### config.mk
export PLATFORM = sky130hd
export DESIGN_NAME = uart_frame_check
export DESIGN_NICKNAME = d
export VERILOG_FILES = /design/src/rtl/uart_frame_check.sv
export SDC_FILE = /design/constraint.sdc
export NUM_CORES = 1
export LEC_CHECK = 0
export BUFFER_PORTS_ARGS = -buffer_cell sky130_fd_sc_hd__buf_2
export CORE_MARGIN = 2
export CORE_UTILIZATION = 58
export CTS_BUF_LIST = sky130_fd_sc_hd__clkbuf_4
export DETAILED_ROUTE_END_ITERATION = 12
export PLACE_DENSITY_LB_ADDON = 0.12
export SYNTH_ARGS = -nofsm -noshare
export SYNTH_HDL_FRONTEND = slang
export SYNTH_SLANG_ARGS = --single-unit
### constraint.sdc
create_clock -name clk -period 2.4 [get_ports clk]
set_input_delay 0.72 -clock clk [delete_from_list [all_inputs] [get_ports clk]]
set_output_delay 0.72 -clock clk [all_outputs]
set_load 0.05 [all_outputs]
### src/rtl/uart_frame_check.sv
// UART receive frame checker: assembles data bits from mid-bit samples, checks
// parity and stop bits, and keeps saturating per-frame error counters.
module uart_frame_check #(
    parameter int DATA_WIDTH = 8,
    parameter int STOP_BITS  = 1,
    parameter int CNT_WIDTH  = 8
) (
    input  logic                  clk,
    input  logic                  rst,
    input  logic                  frame_start,
    input  logic                  bit_valid,
    input  logic                  sampled_bit,
    input  logic                  PAR_EN,
    input  logic [1:0]            PAR_TYP,
    input  logic                  cnt_clr,
    output logic [DATA_WIDTH-1:0] data_out,
    output logic                  data_valid,
    output logic                  par_err,
    output logic                  stp_err,
    output logic [CNT_WIDTH-1:0]  par_err_cnt,
    output logic [CNT_WIDTH-1:0]  stp_err_cnt,
    output logic                  busy
);

    localparam int MAXB = (DATA_WIDTH > STOP_BITS) ? DATA_WIDTH : STOP_BITS;
    localparam int BW   = $clog2(MAXB + 1);

    typedef enum logic [1:0] {IDLE, DATA, PARITY, STOP} state_t;

    state_t                state, state_nxt;
    logic [BW-1:0]         bit_cnt;
    logic [DATA_WIDTH-1:0] shreg;
    logic                  run_par;
    logic                  frm_par_err;
    logic                  frm_stp_err;
    logic                  par_en_q;
    logic [1:0]            par_typ_q;
    logic                  last_data;
    logic                  last_stop;
    logic                  exp_par;
    logic                  done;

    assign last_data = (bit_cnt == BW'(DATA_WIDTH - 1));
    assign last_stop = (bit_cnt == BW'(STOP_BITS - 1));
    assign busy      = (state != IDLE);

    always_ff @(posedge clk or posedge rst) begin
        if (rst) state <= IDLE;
        else     state <= state_nxt;
    end

    // frame_start always restarts, so it also serves as the abort path
    always_comb begin
        state_nxt = state;
        done      = 1'b0;
        if (frame_start) begin
            state_nxt = DATA;
        end else if (bit_valid) begin
            case (state)
                DATA:    if (last_data) state_nxt = par_en_q ? PARITY : STOP;
                PARITY:  state_nxt = STOP;
                STOP: begin
                    if (last_stop) begin
                        state_nxt = IDLE;
                        done      = 1'b1;
                    end
                end
                default: state_nxt = state;
            endcase
        end
    end

    always_comb begin
        case (par_typ_q)
            2'b00:   exp_par = run_par;
            2'b01:   exp_par = ~run_par;
            2'b10:   exp_par = 1'b1;
            default: exp_par = 1'b0;
        endcase
    end

    always_ff @(posedge clk or posedge rst) begin
        if (rst) begin
            bit_cnt     <= '0;
            shreg       <= '0;
            run_par     <= 1'b0;
            frm_par_err <= 1'b0;
            frm_stp_err <= 1'b0;
            par_en_q    <= 1'b0;
            par_typ_q   <= 2'b00;
        end else if (frame_start) begin
            bit_cnt     <= '0;
            run_par     <= 1'b0;
            frm_par_err <= 1'b0;
            frm_stp_err <= 1'b0;
            par_en_q    <= PAR_EN;
            par_typ_q   <= PAR_TYP;
        end else if (bit_valid) begin
            case (state)
                DATA: begin
                    shreg   <= {sampled_bit, shreg[DATA_WIDTH-1:1]};
                    run_par <= run_par ^ sampled_bit;
                    bit_cnt <= last_data ? '0 : bit_cnt + BW'(1);
                end
                PARITY: frm_par_err <= (sampled_bit != exp_par);
                STOP: begin
                    if (!sampled_bit) frm_stp_err <= 1'b1;
                    bit_cnt <= last_stop ? '0 : bit_cnt + BW'(1);
                end
                default: ;
            endcase
        end
    end

    // the last stop sample is folded in directly since frm_stp_err updates on the same edge
    always_ff @(posedge clk or posedge rst) begin
        if (rst) begin
            data_out   <= '0;
            data_valid <= 1'b0;
            par_err    <= 1'b0;
            stp_err    <= 1'b0;
        end else begin
            data_valid <= done;
            if (done) begin
                data_out <= shreg;
                par_err  <= frm_par_err & par_en_q;
                stp_err  <= frm_stp_err | ~sampled_bit;
            end
        end
    end

    always_ff @(posedge clk or posedge rst) begin
        if (rst) begin
            par_err_cnt <= '0;
            stp_err_cnt <= '0;
        end else if (cnt_clr) begin
            par_err_cnt <= '0;
            stp_err_cnt <= '0;
        end else if (data_valid) begin
            if (par_err && par_err_cnt != '1) par_err_cnt <= par_err_cnt + CNT_WIDTH'(1);
            if (stp_err && stp_err_cnt != '1) stp_err_cnt <= stp_err_cnt + CNT_WIDTH'(1);
        end
    end

endmodule

# [Word-level counts from Yosys, hierarchy flattened]
# Index checks and enable logic that the tools add are counted.
[word_totals] regBits=47 out_inout_bits=28 elab_cells=89
[op_classes] n_addsub=3 n_eq_ne=12 mux=32 n_bitwise=6 n_reduce_logical=22
[op_table] op="$mux 8" n=6
[op_table] op="$add 8x1->8 const B" n=2
[op_table] op="$mux 4" n=4
[op_table] op="$ne 8x8->1 const B" n=2
[op_table] op="$reduce_bool 2->1" n=8
[op_table] op="$mux 1" n=15
[op_table] op="$reduce_and 2->1" n=5
[op_table] op="$mux 2" n=4
[op_table] op="$pmux 4 s2" n=1
[op_table] op="$eq 2x2->1 const B" n=3
[op_table] op="$ne 3x3->1 const B" n=2
[op_table] op="$pmux 2 s3" n=1
[op_table] op="$reduce_and 3->1" n=2
[op_table] op="$add 4x1->4 const B" n=1
[op_table] op="$eq 2x1->1 const B" n=2
[op_table] op="$eq 4x3->1 const B" n=1
[op_table] op="$logic_not 4->1" n=1
[op_table] op="$reduce_and 4->1" n=1
[op_table] op="$reduce_bool 4->1" n=1
[op_table] op="$not 1->1" n=3
[op_table] op="$pmux 1 s3" n=1
[op_table] op="$reduce_bool 3->1" n=1
[op_table] op="$logic_and 1x1->1" n=2
[op_table] op="$logic_not 2->1" n=1
[op_table] op="5 further kinds" n=5

# [Logic depth before layout (Yosys ltp)]
# Gate-level depths: netlist of the first run.
[depth] word_depth=6 mapped_depth=8 depth_no_buf=6

# [Worst setup path before layout of the first run]
# OpenSTA, ideal clock, no wires.
[synth_timing] path_kind="input -> register" startpoint="input bit_valid" endpoint="register data_out[0]" setup_time_ns=0.125 arrival_ns=1.776 t_required_ns=2.275 slack_ns=0.499 cell_stages=6 n_path_buf=3 path_cell_list="clkbuf_8 inv_1 or3_1 buf_2 buf_6 mux2_4"
[synth_between] elab_chain_len=2
[synth_rtl] element="start: declaration" line="11" text="input logic bit_valid,"
[synth_rtl] element="$mux 1" line="58" text="end else if (bit_valid) begin"
[synth_rtl] element="$mux 1" line="56" text="if (frame_start) begin"
[synth_rtl] element="end signal: assignment" line="125" text="data_out <= shreg;"
[synth_rtl] element="end: declaration" line="16" text="output logic [DATA_WIDTH-1:0] data_out,"
# Every way passes these cells.
# A chain may end at the register's enable or synchronous reset.

# [Worst setup path after layout of the first run]
[layout_timing] startpoint="register state[0]" endpoint="output busy"
[layout_between] elab_chain_len=1
[layout_rtl] element="start: declaration" line="30" text="state_t state, state_nxt;"
[layout_rtl] element="start signal: assignment" line="49" text="else state <= state_nxt;"
[layout_rtl] element="$reduce_bool 2->1" line="45" text="assign busy = (state != IDLE);"
[layout_rtl] element="end: declaration" line="22" text="output logic busy"
# Every way passes these cells.

==> results of run 1 <==
through the flow:
step,instances,total power [mW],hold WS (ns)
after floorplan,197,1.31,0.464
after global placement,278,1.40,0.491
after detailed placement,278,1.42,0.490
after CTS,286,1.80,0.370
after global routing,286,1.87,0.379
final,286,1.78,0.363
synthesized netlist by cell type, types with 5 or more instances:
| cell type | instances | area (µm²) |
|---|---|---|
| a21oi_1 | 8 | 40.0 |
| and4_1 | 5 | 43.8 |
| dfrtp_1 | 47 | 1180 |
| ha_1 | 8 | 100 |
| inv_1 | 12 | 45.0 |
| mux2_2 | 13 | 146 |
| mux2_4 | 5 | 75.1 |
| mux2i_1 | 5 | 50.1 |
| nand2_1 | 9 | 33.8 |
| nand3_1 | 8 | 40.0 |
| nand4_1 | 6 | 37.5 |
| nor2_1 | 19 | 71.3 |
| o211ai_1 | 5 | 37.5 |
| o21ai_0 | 6 | 30.0 |
| xor2_1 | 7 | 61.3 |
critical path, delay by kind of cell (launching register included):
kind | cells | cell delay (ns)
adder cells (fa/ha/maj) | 1 | 0.22
buffers and inverters | 3 | 0.42
flip-flops | 1 | 0.50
kinds of logic (layout without fill, tap and decap cells):
| family | after synthesis | in the layout |
|---|---|---|
| AO/OA/AOI/OAI | 32 | 32 |
| XOR/XNOR | 9 | 9 |
| adder cells (fa/ha/maj) | 8 | 8 |
| buffers and inverters | 17 | 58 |
| flip-flops | 47 | 47 |
| multiplexers | 23 | 23 |
| AND/OR/NAND/NOR | 61 | 61 |
flip-flops by register name, indices dropped and copies added (netlist names), 2 cells and up:
| signal | flops |
|---|---|
| data_out | 8 |
| par_err_cnt | 8 |
| shreg | 8 |
| stp_err_cnt | 8 |
| bit_cnt | 4 |
| par_typ_q | 2 |
| state | 2 |
power breakdown:
group          internal, mW  switching, mW  total, mW  leakage (nW)
clock                 0.115          0.259      0.374        0.0354
combinational         0.152          0.261      0.413         0.618
sequential            0.902         0.0893      0.992         0.627
layout by cell type, fill, tap and decap left out:
master     Yosys  routed
a2111o_1       1       1
a211o_1        1       1
a211oi_1       1       1
a21oi_1        8       8
a221oi_1       1       1
a311oi_1       4       4
a31oi_1        4       4
and3_1         4       4
and4_1         5       5
buf_2          1      36
buf_4          0       2
clkbuf_4       0       5
clkinv_2       0       2
dfrtp_1       47      47
ha_1           8       8
inv_1         12      11
inv_2          0       1
inv_6          0       1
mux2_2        13      13
mux2_4         5       5
mux2i_1        5       5
nand2_1        9       9
nand2b_2       1       1
nand3_1        8       8
nand3b_1       2       2
nand4_1        6       6
nand4bb_4      1       1
nor2_1        19      19
nor2b_1        1       1
nor3_1         2       2
nor3b_1        1       1
o211ai_1       5       5
o21ai_0        6       6
o21bai_1       1       1
or3_1          2       2
xnor2_1        2       2
xor2_1         7       7
layout make-up:
cell class	count	area share (%)
Sequential cell	47	46.4
Tap cell	48	2.37
Multi-Input combinational cell	133	39.5
Timing Repair Buffer	38	7.70
Clock inverter	3	0.741
Inverter	12	1.78
Clock buffer	5	1.48
worst max-delay path by stage:
stage	startpoint	to	slack [ns]	cells after the start
floorplan	bit_valid	data_out[0]	0.50	6
global placement	bit_valid	data_out[3]	0.35	4
detailed placement	bit_valid	data_out[2]	0.29	4
CTS	state[0]	busy	0.17	4
global route	state[0]	busy	0.10	4
finish	state[0]	busy	0.18	4
routing by layer:
| layer | GRT usage [%] | up-vias |
|---|---|---|
| li1 | - | 796 |
| met4 | 8.16 | 0 |
| met1 | 27.0 | 828 |
| met2 | 34.8 | 68 |
| met3 | 4.26 | 11 |
| met5 | 0 | - |
==> summary.txt, run 1 <==
Global route
  – Initial antenna violation count: 0
  – Global-route usage over all layers: 21.0%
  – First-pass GRT wire length: between 6000 and 7000 µm
  – Largest net degree at the start of global routing: 26
  – Overflow after GRT: 0
  – Vias in the first global route: between 1500 and 2000

Synth
  – Mapped Area: 2260 µm²
  – #FFs+latches synth: 47
  – Syn_nets: between 200 and 250
  – Yosys warning count: 0
  – Mux cell area share after synthesis: 12.0%
  – Synth Area in Adders: between 4 and 5%
  – Register area share after synthesis: ~52%
  – Syn Area/Cell: 11.5 µm²
  – Ys flop type: dfrtp_1
  – Post-Synth Simple-Gate Area: 15.0%
  – Post-synth ARST share: 100%
  – Number of synthesized flops with an enable pin: 0
  – Main combinational cell family by area after synthesis: simple AND/OR/NAND/NOR gates
  – Mapped Cells: 197
  – Netlist cell types: 35
  – Synth Area in Compound Gates: a little under a tenth
  – Xor and xnor area share after synthesis: under 10%

Critical path
  – CP Launch Type: register
  – Reg2reg setup slack: around 0.35 ns
  – CP Cell Sequence: inv_1, ha_1, inv_1, buf_2
  – R2R cell count: 4
  – Crit path max fanout: 8
  – CP max stage cell: dfrtp_1
  – Critical Path Max Stage Delay: about 0.5 ns
  – Reg-to-Reg Start: state[0]
  – CP arrival: 1.50 ns
  – CP endpoint kind: output pin
  – Type of the worst setup path: register to output pin
  – Worst Path Required: around 1.7 ns
  – Most used cell, CP: inv_1
  – R2r endpoint: data_out[4]

Clock network
  – CTS tree: built
  – Clock transition at path regs: between 0.1 and 0.15 ns
  – CTS Buf Count: 5
  – Count of cells resized by post-cts repair: 0
  – Clock Sinks: 47
  – CTS root buf: clkbuf_4
  – Clock buffer depth: 2
  – Htree depth: 2
  – Setup Buffers After CTS: 0
  – Number of hold buffers added after cts: 0
  – Worst-Skew Late Latency: approximately 0.36 ns

Finish
  – Core Util, Final: 68.2%
  – Post-route design area: about 2500 µm²
  – Share of post-route cells with drive strength above 1: 28.2%
  – Fillers: 286
  – Final antenna diode count: 0
  – FF+latch area: about 1200 µm²
  – Layout net count: between 200 and 300
  – Multi-input gate area: between 1000 and 1500 µm²
  – Area Growth Syn to Fin: 12.1%

Run
  – Max-Cap Viols: 0

Detailed routing
  – Via count: approximately 1700
  – Met2 WL: ~2000 µm
  – WL met3: around 200 µm
  – TritonRoute pass-1 iters: 4
  – DR vias/cell: between 5 and 6
  – Routed len/inst: approximately 15 µm
  – Drt drc: 0
  – Post-DRT Antenna Nets: 0
  – DRC violation total after the first TritonRoute iteration: 70
  – Drt total wl: ~4200 µm
  – Max layer used: met4
  – DRT met1 WL: approximately 1900 µm

STA
  – Tcrit/Tclk final: between 90 and 100%
  – TNS Setup: 0 ns
  – Final hold vios: 0
  – PnR worst setup slack: between 0.15 and 0.2 ns
  – Slew HR: 62.1%
  – Fin. max-slew vios: 0
  – Clk_skew: roughly 0.015 ns
  – Final setup fails: 0
  – Least-Margin Pin Slew: between 0.5 and 0.6 ns
  – Tmin final: around 2.2 ns
  – RSZ-0062 raised after global routing: no
  – Max Fclk: about 450 MHz

Floorplanning
  – Core area: 3720 µm²
  – Row cnt: 22
  – Die Area: between 4000 and 5000 µm²
  – Die width: roughly 66 µm
  – Initial core utilization: a little over 60%
  – I/O pins: 37
  – Die Ht: about 66 µm

Outcome
  – Status: complete, no violations

Place
  – GP Congestion: around 0.80
  – Worst slack, placed: 0.285 ns
  – Post-DP Area: ~2500 µm²
  – # port buffers: 36
  – Dpl hpwl: approximately 3000 µm

Power
  – Pwr dens: between 700 and 800 nW/µm²
  – Worst VDD drop: approximately 0.55 mV
  – P_leak: approximately 1.3 nW

Worst hold path
  – Hold Path Class: input port to async pin
(Power assumes the default switching activity.)
==> run 2, diff against run 1 <==
Settings changed: BUFFER_PORTS_ARGS -buffer_cell sky130_fd_sc_hd__buf_2 to -buffer_cell sky130_fd_sc_hd__buf_4.
==> run 2 against run 1 <==
Worst setup slack improved by 0.076 ns. Wire length rose by 8.6%. Combinational power rose by 6.8%. Die area did not move. Count of clock-buffer cells in the layout rose by 1. Via count fell by 1.2%. Sequential power barely moved. Critical endpoint unchanged. Largest cell class unchanged.
==> summary.txt, run 2 (same netlist as run 1, synthesis figures left out) <==
STA
  – Final setup fails: 0
  – Least-Margin Pin Slew: slightly below 0.6 ns
  – Max Fclk: ~470 MHz
  – Fin. max-slew vios: 0
  – TNS Setup: 0 ns
  – Clk_skew: slightly below 0.006 ns
  – Tmin final: ~2.1 ns
  – RSZ-0062 raised after global routing: no
  – Final hold vios: 0
  – Tcrit/Tclk final: 89.4%
  – PnR worst setup slack: around 0.26 ns
  – Slew HR: roughly three fifths

Floorplanning
  – I/O pins: 37
  – Die Area: around 4400 µm²
  – Core area: between 3000 and 4000 µm²
  – Die width: around 66 µm
  – Row cnt: 22
  – Die Ht: 66.4 µm
  – Initial core utilization: around three fifths

Place
  – Worst slack, placed: about 0.33 ns
  – # port buffers: 36
  – GP Congestion: around 0.8
  – Dpl hpwl: approximately 3300 µm

Global route
  – First-pass GRT wire length: 7490 µm
  – Overflow after GRT: 0
  – Vias in the first global route: about 1600
  – Global-route usage over all layers: approximately 23%
  – Largest net degree at the start of global routing: 25
  – Initial antenna violation count: 0

Finish
  – Area Growth Syn to Fin: 16.9%
  – Fillers: ~280
  – Share of post-route cells with drive strength above 1: approximately 28%
  – Most frequent cells in the layout: dfrtp_1, buf_4, nor2_1, mux2_2, inv_1
  – Layout net count: 254
  – Multi-input gate area: approximately 1000 µm²
  – FF+latch area: ~1200 µm²
  – Final antenna diode count: 0
  – Most common cell after layout, fill and taps aside: dfrtp_1

Run
  – Max-Cap Viols: 0

Detailed routing
  – Routed len/inst: 15.8 µm
  – DRT met1 WL: around 1900 µm
  – Drt drc: 0
  – Drt total wl: between 4000 and 5000 µm
  – Max layer used: met4
  – Post-DRT Antenna Nets: 0
  – TritonRoute pass-1 iters: 4
  – Via count: roughly 1700
  – DRC violation total after the first TritonRoute iteration: around 130
  – Met2 WL: 2330 µm
  – DR vias/cell: between 5 and 6
  – WL met3: 271 µm

Critical path
  – Type of the worst setup path: register to output pin
  – CP arrival: roughly 1.4 ns
  – CP Launch Type: register
  – Reg2reg setup slack: roughly 0.31 ns
  – Reg-to-Reg Start: state[0]
  – R2R cell count: 4
  – Setup crit end: busy
  – CP endpoint kind: output pin
  – R2r endpoint: data_out[2]
  – Crit path launch: state[0]
  – Crit path max fanout: 8
  – Worst Path Required: 1.68 ns

Clock network
  – CTS Buf Count: 5
  – CTS tree: built
  – Number of hold buffers added after cts: 0
  – Htree depth: 2
  – Clock buffer depth: 2
  – Setup Buffers After CTS: 0
  – Worst-Skew Late Latency: 0.36 ns
  – Count of cells resized by post-cts repair: 0
  – Clock Sinks: 47
  – CTS root buf: clkbuf_4
  – Clock transition at path regs: 0.13 ns

Power
  – Pwr dens: a little over 700 nW/µm²
  – P_leak: 1.29 nW
  – Worst VDD drop: between 0.5 and 0.6 mV

Outcome
  – Status: complete, no violations

Worst hold path
  – Hold Path Class: input port to async pin
==> run 2: worst min-delay path by stage <==
stage                      from     endpoint  cells past startpoint
floorplan           frm_stp_err  frm_stp_err                      2
global placement       shreg[0]  data_out[0]                      1
detailed placement     shreg[0]  data_out[0]                      1
CTS                         rst  data_out[2]                      2
global route                rst  data_out[2]                      2
finish                      rst  data_out[2]                      2
==> run 2: per-stage QoR <==
| step | util, % | hold WS (ns) | instance area, µm² | total power, mW | instances |
|---|---|---|---|---|---|
| floorplan | - | 0.464 | 2260 | 1.31 | 197 |
| global placement | 69.1 | 0.495 | 2570 | 1.43 | 278 |
| detailed placement | 69.1 | 0.489 | 2570 | 1.46 | 278 |
| CTS | 71.1 | 0.372 | 2640 | 1.92 | 285 |
| global route | 71.1 | 0.383 | 2640 | 2.00 | 285 |
| finish | 71.1 | 0.369 | 2640 | 1.90 | 285 |
==> run 2: layer usage <==
layer  vias up  GRT usage [%]
met5         -              0
met4         0           8.16
met3         6           5.96
met2        60           37.1
met1       828           29.8
li1        789              -
==> run 2: cell type report <==
cell class	count	share of cell area (%)
sequential	47	44.5
multi-input combinational	133	37.9
timing repair buffer	38	10.8
tap	48	2.27
clock buffer	6	1.70
inverter	12	1.70
clock inverter	1	1.14
==> run 2: critical path, cell delays in order, from the launching register on <==
cell,delay (ns)
dfrtp_1,0.50
inv_1,0.12
ha_1,0.22
inv_1,0.05
buf_4,0.18
==> run 2: power by group <==
| part | leakage [nW] | internal, mW | total [mW] | switching (mW) |
|---|---|---|---|---|
| Sequential | 0.627 | 0.902 | 0.994 | 0.0920 |
| Clock | 0.0417 | 0.226 | 0.467 | 0.240 |
| Combinational | 0.625 | 0.180 | 0.441 | 0.261 |
==> run 3, diff against run 2 <==
Settings changed: CORE_MARGIN 2 to unset, CTS_BUF_LIST sky130_fd_sc_hd__clkbuf_4 to sky130_fd_sc_hd__clkbuf_8.
==> run 3 against run 2 <==
Critical endpoint unchanged. Count of clock-buffer cells in the layout decreased by 1. Critical path depth unchanged. Hold slack better by 0.042 ns. Sequential cell count did not move. Maximum frequency rose by 5.7%. Design area rose by 0.28%. First-iteration DRC count decreased by 43%. Power decreased by 0.95%.
==> summary.txt, run 3 (same netlist as run 1, synthesis figures left out) <==
Global route
  – Initial antenna violation count: 0
  – Overflow after GRT: 0
  – Global-route usage over all layers: a little under a quarter
  – Vias in the first global route: roughly 1600
  – Largest net degree at the start of global routing: 21
  – First-pass GRT wire length: ~7100 µm

STA
  – PnR worst setup slack: approximately 0.37 ns
  – Tmin final: between 2 and 2.5 ns
  – Least-Margin Pin Slew: between 0.5 and 0.6 ns
  – RSZ-0062 raised after global routing: no
  – Slew HR: ~64%
  – Final hold vios: 0
  – TNS Setup: 0 ns
  – Fin Hold WS: slightly above 0.4 ns
  – Tcrit/Tclk final: 84.5%
  – Fin. max-slew vios: 0
  – Max Fclk: 493 MHz
  – Clk_skew: 0.00714 ns
  – Final setup fails: 0

Place
  – Worst slack, placed: roughly 0.35 ns
  – GP Congestion: roughly 0.84
  – # port buffers: 36
  – Post-DP Area: around 2600 µm²
  – Dpl hpwl: ~3100 µm
  – Placed instance count: ~280

Clock network
  – Htree depth: 2
  – Clock Sinks: 47
  – CTS tree: built
  – Clock transition at path regs: 0.08 ns
  – Clock buffer depth: 2
  – Worst-Skew Late Latency: around 0.3 ns
  – Count of cells resized by post-cts repair: 0
  – CTS root buf: clkbuf_8
  – Number of hold buffers added after cts: 0
  – CTS Buf Count: 5
  – Setup Buffers After CTS: 0

Finish
  – Non-Filler Instances: 285
  – Post-route design area: between 2000 and 3000 µm²
  – Most frequent cells in the layout: dfrtp_1, buf_4, nor2_1, mux2_2, inv_1
  – Most common cell after layout, fill and taps aside: dfrtp_1
  – Multi-input gate area: 1000 µm²
  – Area Growth Syn to Fin: 17.3%
  – FF+latch area: 1180 µm²
  – Fillers: 274
  – Layout net count: ~250
  – Core Util, Final: between 70% and 80%
  – Share of post-route cells with drive strength above 1: between 20 and 30%
  – Final antenna diode count: 0

Detailed routing
  – Post-DRT Antenna Nets: 0
  – DRC violation total after the first TritonRoute iteration: 71
  – TritonRoute pass-1 iters: 4
  – Drt total wl: approximately 4200 µm
  – Via count: 1681
  – Routed len/inst: ~15 µm
  – DR vias/cell: 5.90
  – Drt drc: 0

Power
  – Pwr dens: approximately 710 nW/µm²
  – Worst VDD drop: between 0.5 and 0.6 mV
  – P_leak: about 1.3 nW
  – Total power: 1.88 mW

Critical path
  – Crit path max fanout: 8
  – CP Launch Type: register
  – CP Cell Sequence: inv_1, ha_1, inv_1, buf_4
  – Worst Path Required: approximately 1.7 ns
  – CP arrival: 1.31 ns
  – Critical Path Max Stage Delay: between 0.4 and 0.5 ns
  – CP max stage cell: dfrtp_1
  – Most used cell, CP: inv_1
  – Type of the worst setup path: register to output pin
  – Buf+Inv Stages, Crit Path: 3
  – Crit path max-delay family: flip-flops
  – CP endpoint kind: output pin

Outcome
  – Status: complete, no violations

Floorplanning
  – Die Area: 4150 µm²
  – Die Ht: approximately 64 µm
  – Core area: approximately 3700 µm²
  – I/O pins: 37
  – Die width: 64.4 µm
  – Row cnt: 22
  – Initial core utilization: about three fifths

Run
  – Max-Cap Viols: 0

Worst hold path
  – Hold Path Class: input port to async pin
run 3: per-layer routing:
| layer | vias to the layer above | global-route usage, % | wire, µm |
|---|---|---|---|
| met5 | - | 0 | 0 |
| met1 | 825 | 27.5 | 1810 |
| met3 | 12 | 5.99 | 223 |
| met2 | 58 | 37.4 | 2070 |
| met4 | 0 | 10.8 | 97 |
| li1 | 786 | - | - |
run 3: power by group:
| group | switching [mW] | internal (mW) |
|---|---|---|
| Sequential | 0.0903 | 0.903 |
| Clock | 0.252 | 0.199 |
| Combinational | 0.260 | 0.180 |
| Total | 0.602 | 1.28 |
run 3: final cells by class:
type | instances | area share, %
Multi-Input combinational cell | 133 | 37.8
Inverter | 12 | 1.70
Clock buffer | 5 | 2.60
Timing Repair Buffer | 38 | 10.8
Sequential cell | 47 | 44.4
Tap cell | 48 | 2.27
Clock inverter | 2 | 0.519
run 3: path summary, 6_finish.rpt:
check / slack [ns] / cells after the start / start / to
max in group asynchronous: 1.42 / 3 / rst / shreg[1]
setup / recovery: 0.37 / 4 / state[0] / busy
min in group clk: 0.51 / 2 / frm_stp_err / frm_stp_err
hold reg to reg: 0.51 / 2 / frm_stp_err / frm_stp_err
hold / removal: 0.41 / 2 / rst / data_out[0]
setup reg to reg: 0.40 / 4 / state[0] / data_out[3]
